### src/rtl/alu_pkg.sv
// Shared definitions for the serial add/subtract unit: FSM state encoding and
// operation-select constants.
package alu_pkg;

  typedef enum logic [1:0] {
    IDLE = 2'd0,
    CALC = 2'd1,
    FIX  = 2'd2,
    DONE = 2'd3
  } state_t;

  localparam logic MODE_ADD = 1'b0;
  localparam logic MODE_SUB = 1'b1;

endpackage

### src/rtl/sumador_restador_serial_digit.sv
// N-bit ripple adder with carry in/out; used as the per-digit adder of the
// serial unit. Purely combinational.
module sumadorNbits #(
  parameter int N = 2
) (
  input  logic [N-1:0] a_i,
  input  logic [N-1:0] b_i,
  input  logic         c_i,
  output logic [N-1:0] s_o,
  output logic         c_o
);

  assign {c_o, s_o} = {1'b0, a_i} + {1'b0, b_i} + {{N{1'b0}}, c_i};

endmodule

### src/rtl/sumador_restador_serial.sv
// Digit-serial unsigned add/subtract, D bits per cycle, result N/D+2 cycles after start.
// Define SUMADOR_RESTADOR_OVF_EN to add the OvfFlag (signed overflow) output.
module sumador_restador_serial
  import alu_pkg::*;
#(
  parameter int N = 8,
  parameter int D = 2
) (
  input  logic         clk,
  input  logic         rst,
  input  logic         start,
  input  logic         mode,
  input  logic [N-1:0] aIn,
  input  logic [N-1:0] bIn,
  output logic         busy,
  output logic         done,
  output logic [N-1:0] cOut,
  output logic         NegFlag,
  output logic         ZeroFlag,
`ifdef SUMADOR_RESTADOR_OVF_EN
  output logic         CarryFlag,
  output logic         OvfFlag
`else
  output logic         CarryFlag
`endif
);

  localparam int NDIG = N / D;
  localparam int CW   = (NDIG > 1) ? $clog2(NDIG) : 1;
  localparam logic [CW-1:0] LAST = CW'(NDIG - 1);

  state_t         state_q, state_d;
  logic [N-1:0]   a_q, a_d, b_q, b_d, sum_q, sum_d;
  logic           mode_q, mode_d, carry_q, carry_d;
  logic [CW-1:0]  cnt_q, cnt_d;
  logic [N-1:0]   res_q, res_d;
  logic           res_neg_q, res_neg_d, res_carry_q, res_carry_d;
  logic [N-1:0]   cout_q, cout_d;
  logic           neg_q, neg_d, zero_q, zero_d, cflag_q, cflag_d, done_q, done_d;

  logic [D-1:0]   a_dig, b_dig, s_dig;
  logic           c_dig;
  logic [N-1:0]   s_ext;

  assign a_dig = a_q[D-1:0];
  assign b_dig = (mode_q == MODE_SUB) ? ~b_q[D-1:0] : b_q[D-1:0];

  sumadorNbits #(.N(D)) u_digit (
    .a_i(a_dig),
    .b_i(b_dig),
    .c_i(carry_q),
    .s_o(s_dig),
    .c_o(c_dig)
  );

  always_comb begin
    s_ext = '0;
    s_ext[D-1:0] = s_dig;
  end

`ifdef SUMADOR_RESTADOR_OVF_EN
  logic ovf_raw_q, ovf_raw_d, ovf_q, ovf_d;
  logic c_msb;

  // Carry into the digit MSB recovered from its sum bit.
  assign c_msb = a_dig[D-1] ^ b_dig[D-1] ^ s_dig[D-1];

  always_comb begin
    ovf_raw_d = ovf_raw_q;
    ovf_d     = ovf_q;
    if (state_q == CALC) ovf_raw_d = c_msb ^ c_dig;
    if (state_q == DONE) ovf_d = ovf_raw_q;
  end

  always_ff @(posedge clk) begin
    if (rst) begin
      ovf_raw_q <= 1'b0;
      ovf_q     <= 1'b0;
    end else begin
      ovf_raw_q <= ovf_raw_d;
      ovf_q     <= ovf_d;
    end
  end

  assign OvfFlag = ovf_q;
`endif

  always_comb begin
    state_d     = state_q;
    a_d         = a_q;
    b_d         = b_q;
    sum_d       = sum_q;
    mode_d      = mode_q;
    carry_d     = carry_q;
    cnt_d       = cnt_q;
    res_d       = res_q;
    res_neg_d   = res_neg_q;
    res_carry_d = res_carry_q;
    cout_d      = cout_q;
    neg_d       = neg_q;
    zero_d      = zero_q;
    cflag_d     = cflag_q;
    done_d      = 1'b0;
    case (state_q)
      IDLE: begin
        if (start) begin
          a_d     = aIn;
          b_d     = bIn;
          mode_d  = mode;
          carry_d = (mode == MODE_SUB);
          sum_d   = '0;
          cnt_d   = '0;
          state_d = CALC;
        end
      end
      CALC: begin
        // Operands shift right; result digits enter at the top, LSB digit first.
        a_d     = a_q >> D;
        b_d     = b_q >> D;
        sum_d   = (sum_q >> D) | (s_ext << (N - D));
        carry_d = c_dig;
        cnt_d   = cnt_q + CW'(1);
        if (cnt_q == LAST) begin
          cnt_d   = '0;
          state_d = FIX;
        end
      end
      FIX: begin
        if (mode_q == MODE_ADD || carry_q) begin
          res_d       = sum_q;
          res_neg_d   = 1'b0;
          res_carry_d = carry_q;
        end else begin
          res_d       = '0 - sum_q;
          res_neg_d   = 1'b1;
          res_carry_d = 1'b0;
        end
        state_d = DONE;
      end
      DONE: begin
        cout_d  = res_q;
        neg_d   = res_neg_q;
        cflag_d = res_carry_q;
        zero_d  = (res_q == '0);
        done_d  = 1'b1;
        state_d = IDLE;
      end
      default: state_d = IDLE;
    endcase
  end

  always_ff @(posedge clk) begin
    if (rst) begin
      state_q     <= IDLE;
      a_q         <= '0;
      b_q         <= '0;
      sum_q       <= '0;
      mode_q      <= MODE_ADD;
      carry_q     <= 1'b0;
      cnt_q       <= '0;
      res_q       <= '0;
      res_neg_q   <= 1'b0;
      res_carry_q <= 1'b0;
      cout_q      <= '0;
      neg_q       <= 1'b0;
      zero_q      <= 1'b1;
      cflag_q     <= 1'b0;
      done_q      <= 1'b0;
    end else begin
      state_q     <= state_d;
      a_q         <= a_d;
      b_q         <= b_d;
      sum_q       <= sum_d;
      mode_q      <= mode_d;
      carry_q     <= carry_d;
      cnt_q       <= cnt_d;
      res_q       <= res_d;
      res_neg_q   <= res_neg_d;
      res_carry_q <= res_carry_d;
      cout_q      <= cout_d;
      neg_q       <= neg_d;
      zero_q      <= zero_d;
      cflag_q     <= cflag_d;
      done_q      <= done_d;
    end
  end

  assign busy      = (state_q != IDLE);
  assign done      = done_q;
  assign cOut      = cout_q;
  assign NegFlag   = neg_q;
  assign ZeroFlag  = zero_q;
  assign CarryFlag = cflag_q;

endmodule

### config.mk
export PLATFORM = sky130hd
export DESIGN_NAME = sumador_restador_serial
export DESIGN_NICKNAME = d
export VERILOG_FILES = /design/src/rtl/alu_pkg.sv /design/src/rtl/sumador_restador_serial_digit.sv /design/src/rtl/sumador_restador_serial.sv
export SDC_FILE = /design/constraint.sdc
export NUM_CORES = 1
export LEC_CHECK = 0
export ABC_AREA = 1
export CORE_MARGIN = 3
export CORE_UTILIZATION = 45
export CTS_BUF_LIST = sky130_fd_sc_hd__clkbuf_8 sky130_fd_sc_hd__clkbuf_16
export DETAILED_ROUTE_END_ITERATION = 16
export GPL_TIMING_DRIVEN = 0
export PLACE_DENSITY = 0.69
export SLEW_MARGIN = 25
export SYNTH_ARGS = -nofsm -noshare
export SYNTH_HDL_FRONTEND = slang
export SYNTH_SLANG_ARGS = --single-unit
### constraint.sdc
create_clock -name clk -period 4.3 [get_ports clk]
set_input_delay 1.29 -clock clk [delete_from_list [all_inputs] [get_ports clk]]
set_output_delay 1.29 -clock clk [all_outputs]
set_load 0.02 [all_outputs]
## Yosys cells after proc, flatten, opt, wreduce, memory -nomap -nowiden

Index checks and enable logic that the tools add are counted.

- ROM bits: 0
- Register bits after elaboration: 52
- Memory bits (writable): 0
- Logic and storage cells: 55
- Output and inout bits: 13
- Memories: 0
- Latch bits: 0

- Reductions and logical operators: 8
- Multiply operators: 0
- Div/mod/pow operators: 0
- Eq/ne operators: 6
- Bitwise logic cells: 3
- Shift-type cells: 0
- $add $sub $neg: 4
- Mux-type cells: 19
- $lt $le $gt $ge: 0

Operators with widths:

| cell | number |
|---|---|
| $pmux W8 S2 | 3 |
| $mux W8 | 4 |
| $mux W2 | 5 |
| $logic_not A8 Y1 | 1 |
| $or A6 B8 Y8 | 1 |
| $pmux W2 S4 | 1 |
| $sub A1 B8 Y8 const A | 1 |
| $eq A2 B2 Y1 const B | 3 |
| $reduce_and A2 Y1 | 3 |
| $mux W1 | 4 |
| $ne A2 B2 Y1 const B | 2 |
| $pmux W2 S2 | 1 |
| $reduce_bool A2 Y1 | 2 |
| $add A2 B2 Y3 | 1 |
| $add A3 B1 Y3 | 1 |
| $add A2 B1 Y2 const B | 1 |
| $eq A2 B1 Y1 const B | 1 |
| $logic_not A2 Y1 | 1 |
| $not A2 Y2 | 1 |
| $pmux W1 S2 | 1 |
| $logic_or A1 B1 Y1 | 1 |
| $not A1 Y1 | 1 |

## Logic depth before layout (Yosys ltp)

Gate-level depths: netlist of run 1.

- Depth in word-level cells: 6
- Mapped depth: 8

## By module

A second synthesis of run 1 with hierarchy kept.

- Cell total of the unflattened synthesis: 308
- Area total of the unflattened synthesis: 2,284.7 sq um

Modules (own cells, without submodules):

| module | cells each | area an instance (sq um) | seq. area each (sq um) | instances |
|---|---|---|---|---|
| sumador_restador_serial | 298 | 2,214.6 | 1,041.0 | 1 |
| sumadorNbits | 10 | 70.1 | 0.0 | 1 |

## Worst setup path before layout of run 1

Ideal clock, no wire load.

- Path type: reg-to-output
- Start point: register state_q[0]
- End point: output busy
- Path buffers: 0
- Setup slack: 2.155 ns
- Stages on the path, launching flop included: 4
- Arrival time: 0.855 ns
- Cells stage by stage: dfxtp_1 > inv_1 > ha_1 > inv_1

- Longest elaborated chain between the ends: 1

Ends and longest elaborated chain:

| element | RTL line | text |
|---|---|---|
| from (decl) | sumador_restador_serial.sv:32 | `state_t state_q, state_d;` |
| from (signal assigned) | sumador_restador_serial.sv:170 | `state_q <= state_d;` |
| $reduce_bool A2 Y1 | sumador_restador_serial.sv:188 | `assign busy = (state_q != IDLE);` |
| to (decl) | sumador_restador_serial.sv:15 | `output logic busy,` |

Every way passes these cells.

## Worst setup path after layout of run 1

Same ends and word-level chain as after synthesis.

==> results.md, run 1 <==
- Global router's overall resource usage: 0.183
- Status: completed
- Share of post-route cells with drive strength above 1: 0.0906
- Worst Path Class, Setup: reg2out
- H-Tree Depth: 2
- Largest family of logic cells by synthesized area: compound AO/OA/AOI/OAI gates
- Post-synth net total: 331
- Final WL: 5150 microns
- Worst-margin pin slew: 573 ps
- Setup violators final: 0
- Hold WC Path Type: reg2reg
- Final worst path period need: 3070 ps
- First-pass GRT wire length: 8790 microns
- Most used cell, CP: inv_1
- Tot Pwr: 1780 uW
- Antenna diode count: 0
- Synth top cells by count: nand2_1 (59), dfxtp_1 (52), nor2_1 (35)
- Crit-path cells: inv_1 -> ha_1 -> inv_1 -> clkdlybuf4s50_1
- Rel. slew slack: 0.618
- Worst path required time: 3010 ps
- Chip Width: 78.2 microns
- Clk root buf: clkbuf_8
- Rows: 25
- Final Net Count: 370
- Post-detailed-route via-to-cell ratio: 5.00
- Syn Inst Count: 302
- CTS sink cnt: 52
- Worst vdd rail ir drop: 0.000301 V
- Starting Density: 0.480
- PwrDens: 622 nW/um^2
- GR Overflow Total: 0
- Clock Path Buffers: 2
- Full die area: 6110 sq um
- Seq/Total Area, Yosys: 0.444
- Max-cap violations: 0
- Post-DP HPWL: 3780 microns
- Core Box Area: 4880 sq um
- Synth top area share: 0.444
- TritonCTS buffer count: 5
- Wirelength per Cell: 12.6 microns
- Post-cts resize count: 0
- Total number of vias: 2044
- DRT antenna net count: 0
- Critical hold path startpoint: a_q[7]
- Post-CTS Setup Bufs: 0
- Max Clk Rate: 0.326 GHz
- GPL Wtd Cong: 0.785
- Fraction of the mapped netlist area in adder cells: 0.0545
- Worst-path fanout max: 4
- Worst setup SP type: flip-flop
- Count leader, synth: nand2_1
- Number of port buffers: 32
- Crit path capture type: output port
- Comb pwr share: 0.417
- Detailed-route DRC error count: 0
- CTS Hold Bufs: 0
- FF/Latch Area: 1040 sq um
- Fin crit share: 0.714
- Post-Synth XOR/XNOR Area: 0.0149
- Largest net degree at the start of global routing: 17
- Sequential cell fraction of total power: 0.394
- Slowest stage cell, crit path: clkdlybuf4s50_1
- Net Switching: 698 uW
- Drt first-iter violations: 145
- Ys async rst share: 0
- #FFs+latches synth: 52
- Int Pwr: 1080 uW
- Setup TNS after final layout: 0 ps
- Synthesis warning total: 0
- Clock latency on the worst-skew pair: 310 ps
- Post-synthesis simple-gate area fraction: 0.203
- Endpoints failing hold: 0
- Mapped Avg Cell Area: 7.76 sq um
- Critical Path Source: state_q[0]
- DR pass1 iterations: 4
- Net Sw Frac: 0.392
- Leak pwr: 0.00118 uW
- Crit path DAT: 1780 ps
- Power share of the clock group: 0.189
- Vias in the first global route: 1913
- Number of I/O pins: 33
- CTS tree: done
- Area Overhead vs Synth: 22.0%
- Area of the multi-input gates: 1110 sq um
- Top cells by area, synth: dfxtp_1 (44%), nand2_1 (9.5%), o21ai_0 (6.2%)
- Crit path largest cell delay: 600 ps
- Primary FF master, synth: dfxtp_1
- Compound-gate portion of the synthesized area: 0.203
- Synth area leader: dfxtp_1
- Yosys cell types: 31
- Slew Viols, Final: 0
- Synth Cell Area: 2340 sq um
- Fillers: 478
- Clock Pin Slew Worst Setup and Hold Paths: 90 ps
- R2R Path Start: mode_q
- Post-synth EDFFs: 0
- Overall die height: 78.2 microns
- Unrepaired setup endpoints after global routing: no
- Mux contribution to synthesized area: 0
- Worst Skew: 5.28 ps
- Initial antenna violation count: 0
- Final hold slack: 467 ps
## cells by family (layout without fill, tap and decap cells)
family | after synthesis | count (layout)
and+or+nand+nor | 116 | 116
adders and majority gates | 9 | 9
AOI/OAI and AO/OA | 79 | 79
xor gates and xnor gates | 4 | 4
buffers and inverters | 42 | 82
DFF | 52 | 52
## cell usage in the layout, fill, tap and decap left out, types with 3 or more instances in the layout
cell and instances:
nand2_2 3, o21ai_1 6, nand3_1 15, nor2_1 35, inv_1 23, ha_1 7, nand2_1 59, clkbuf_8 5
a31oi_1 6, buf_2 4, a31oi_2 6, dfxtp_1 52, clkdlybuf4s50_1 32, clkbuf_1 9, a21oi_1 25, o21ai_0 29
## routing by layer
| layer | track usage | up-vias | routed length [microns] |
|---|---|---|---|
| li1 | - | 1065 | - |
| met1 | 0.238 | 944 | 2490 |
| met2 | 0.298 | 29 | 2390 |
| met3 | 0.0413 | 6 | 190 |
| met4 | 0.0664 | 0 | 74 |
| met5 | 0 | - | 0 |
## path summary, 6_finish.rpt
| kind | endpoint | slack (ps) | depth (start not counted) |
|---|---|---|---|
| min | a_q[7] | 470 | 2 |
| max | busy | 1230 | 4 |
| min reg2reg | a_q[7] | 470 | 2 |
| max reg2reg | carry_q | 2480 | 6 |
## state kept, by name, summed over array words and instances (netlist names)
signal / count
res_carry_q: 1
ZeroFlag: 1
mode_q: 1
res_neg_q: 1
carry_q: 1
CarryFlag: 1
NegFlag: 1
b_q: 8
done: 1
sum_q: 8
state_q: 2
res_q: 8
cOut: 8
cnt_q: 2
a_q: 8
## stage by stage
step | instances | utilization | setup slack [ps] | cell area [sq um]
finish | 409 | 0.586 | 1230 | 2860
global route | 409 | 0.586 | 1140 | 2860
CTS | 409 | 0.586 | 1220 | 2860
detailed placement | 401 | 0.563 | 1340 | 2750
global placement | 401 | 0.563 | 1370 | 2750
floorplan | 302 | - | 2160 | 2340
## power groups by stage
stage / clock [uW] / combinational (uW) / sequential (uW)
after global placement: 0 / 732 / 710
after CTS: 342 / 751 / 701
after detailed placement: 0 / 747 / 712
after global routing: 364 / 840 / 719
final: 335 / 743 / 701
after floorplan: 0 / 512 / 721
## final cells by class
type | instances | share of cell area
Tap cell | 67 | 0.0293
Sequential cell | 52 | 0.364
Timing Repair Buffer | 32 | 0.112
Clock inverter | 3 | 0.0149
Multi-Input combinational cell | 208 | 0.390
Clock buffer | 5 | 0.0241
Inverter | 26 | 0.0350
Buffer | 16 | 0.0306
## critical path: cells and delay by family (launching register included)
kind / cells / cell delay (ps)
fa+ha+maj: 1 / 310
buf+inv: 3 / 800
flops: 1 / 380
No activity file was read; power rests on OpenSTA's default activity.
==> run 2: changes to the inputs <==
--- a/config.mk
+++ b/config.mk
@@ -11,7 +11,7 @@
 export CTS_BUF_LIST = sky130_fd_sc_hd__clkbuf_8 sky130_fd_sc_hd__clkbuf_16
 export DETAILED_ROUTE_END_ITERATION = 16
 export GPL_TIMING_DRIVEN = 0
-export PLACE_DENSITY = 0.69
+export PLACE_DENSITY = 0.71
 export SLEW_MARGIN = 25
 export SYNTH_ARGS = -nofsm -noshare
 export SYNTH_HDL_FRONTEND = slang
==> constraint.sdc (replaced) <==
create_clock -name clk -period 2.65 [get_ports clk]
set_input_delay 0.795 -clock clk [delete_from_list [all_inputs] [get_ports clk]]
set_output_delay 0.795 -clock clk [all_outputs]
set_load 0.02 [all_outputs]
==> run 2 against run 1 <==
  * Clock power grew 71%
  * Sequential share of layout area decreased by 0.16 points
  * Non-clock buffer count did not move
  * Wire length up 0.97%
  * Final area is 0.44% higher
  * Global-route usage rose by 0.35 points
  * Clock skew up 5.8 ps
  * Total power increased by 64%
  * Largest power group unchanged
==> results.md, run 2 (synthesized netlist as in run 1, its figures left out) <==
- Post-DP HPWL: 3770 microns (-0.14%)
- Worst Path Class, Setup: reg2out
- Comb pwr share: 0.413 (-0.004)
- Area Overhead vs Synth: 22.5%
- Met1 Use GR: 0.250 (+0.0123)
- Chip Width: 78.2 microns (unchanged)
- Number of I/O pins: 33 (unchanged)
- DRT antenna net count: 0 (unchanged)
- Global router's overall resource usage: 0.186 (+0.00353)
- Max-cap violations: 0 (unchanged)
- Vias in the first global route: 1904 (-0.47%)
- Final hold slack: 467 ps (+0.812 ps)
- Commonest non-fill, non-tap cells in the layout: nand2_1 (59), dfxtp_1 (52), nor2_1 (35)
- Crit-path cells: inv_1 -> ha_1 -> inv_1 -> dlymetal6s2s_1
- GPL Wtd Cong: 0.801 (+2.0%)
- Slew Viols, Final: 0 (unchanged)
- Post-detailed-route via-to-cell ratio: 4.96 (-0.83%)
- Clk root buf: clkbuf_8
- Worst path required time: 1860 ps (-1150 ps)
- Number of port buffers: 32 (unchanged)
- Final WL: 5200 microns (+0.97%)
- H-Tree Depth: 2 (unchanged)
- Sequential cell fraction of total power: 0.391 (-0.003)
- Net Sw Frac: 0.391 (-0.00146)
- Leak pwr: 0.00119 uW (+1.5%)
- Max Clk Rate: 0.455 GHz
- Final Net Count: 370 (unchanged)
- Slowest stage cell, crit path: dfxtp_1
- Largest net degree at the start of global routing: 17 (unchanged)
- First-pass GRT wire length: 9080 microns (+3.3%)
- PwrDens: 1020 nW/um^2 (+64%)
- Worst Skew: 11.1 ps (+5.85 ps)
- Wirelength per Cell: 12.7 microns (+0.97%)
- Crit path capture type: output port
- DR pass1 iterations: 4 (unchanged)
- Cell family with most CP delay: buffers and inverters
- Reg2reg setup slack: 900 ps (-1580 ps)
- Detailed-route DRC error count: 0 (unchanged)
- CTS tree: done
- Fin crit share: 0.829
- Grt peak-use layer: met2
- Fillers: 477 (-0.21%)
- Met2 GRT Util: 0.300 (+0.00171)
- Crit path largest cell delay: 380 ps (-220 ps)
- CTS Hold Bufs: 0 (unchanged)
- Starting Density: 0.480 (unchanged)
- Setup violators final: 0 (unchanged)
- Share of post-route cells with drive strength above 1: 0.0906 (unchanged)
- Worst setup SP type: flip-flop
- TritonCTS buffer count: 5 (unchanged)
- Routing usage on met3: 0.0378 (-0.00344)
- Initial antenna violation count: 0 (unchanged)
- Worst-path fanout max: 4 (unchanged)
- CTS sink cnt: 52 (unchanged)
- Commonest non-fill, non-tap cell in the layout: nand2_1
- Area of the multi-input gates: 1110 sq um (unchanged)
- Clock Path Buffers: 2 (unchanged)
- Endpoints failing hold: 0 (unchanged)
- Overall die height: 78.2 microns (unchanged)
- Crit path DAT: 1400 ps (-380 ps)
- Antenna diode count: 0 (unchanged)
- Net Switching: 1140 uW (+64%)
- GR Overflow Total: 0 (unchanged)
- Power share of the clock group: 0.197 (+0.008)
- Hold WC Path Type: reg2reg
- Final worst path period need: 2200 ps
- Total number of vias: 2027 (-0.83%)
- FF/Latch Area: 1040 sq um (unchanged)
- Post-CTS Setup Bufs: 0 (unchanged)
- Clock latency on the worst-skew pair: 310 ps (about the same)
- Drt first-iter violations: 119 (-18%)
- Most used cell, CP: inv_1
- CP bufs+invs: 3 (unchanged)
- Full die area: 6110 sq um (unchanged)
- Clock Pin Slew Worst Setup and Hold Paths: 100 ps (about the same)
- Rows: 25 (unchanged)
- Worst vdd rail ir drop: 0.000452 V (+50%)
- Int Pwr: 1780 uW (+65%)
- Rel. slew slack: 0.626 (+0.00867)
- Setup TNS after final layout: 0 ps (unchanged)
- Status: completed
- Worst-margin pin slew: 560 ps (-13.0 ps)
- Core Box Area: 4880 sq um (unchanged)
- Unrepaired setup endpoints after global routing: no
[run 2: power by group through the flow]
stage	sequential (uW)	clock [uW]	combinational, uW
after floorplan	1170	0	831
after global placement	1150	0	1180
after detailed placement	1160	0	1210
after CTS	1140	585	1210
after global routing	1170	612	1360
final	1140	574	1210
[run 2: layer usage]
layer  wire, microns  share of wire
met1            2530           0.49
met2            2400           0.46
met3             201          0.039
met4              76          0.015
met5               0              0
[run 2: path summary, 6_finish.rpt]
| kind | start | to | depth (start not counted) |
|---|---|---|---|
| max | state_q[0] | busy | 4 |
| min | sum_q[0] | sum_q[0] | 2 |
| max reg2reg | mode_q | carry_q | 6 |
| min reg2reg | sum_q[0] | sum_q[0] | 2 |
[run 2: through the flow]
step | worst slack [ps] | util | instance area (sq um) | power [uW] | instances
floorplan | 1000 | - | 2340 | 2000 | 302
global placement | 226 | 0.563 | 2750 | 2330 | 401
detailed placement | 214 | 0.563 | 2750 | 2370 | 401
CTS | 52.4 | 0.588 | 2870 | 2940 | 409
global route | 351 | 0.588 | 2870 | 3150 | 409
finish | 454 | 0.588 | 2870 | 2920 | 409
[run 2: cell type report]
cell class	instances	share of cell area
Multi-Input combinational cell	208	0.388
Sequential cell	52	0.363
Timing Repair Buffer	32	0.112
Inverter	26	0.0349
Buffer	16	0.0305
Tap cell	67	0.0292
Clock buffer	6	0.0288
Clock inverter	2	0.0135
[run 2: repair_timing]
action                                 in CTS  in global routing
gates resized for setup                     0                  1
setup endpoints to repair                   0                  1
endpoints found under the hold margin       0                  0
[run 2: worst reg2reg max path, cell delays in order, from the launching register on]
cell	delay, ps
dfxtp_1	430
xnor2_1	120
fa_1	380
fa_1	370
o21ai_0	150
o21ai_0	100
a21oi_1	130
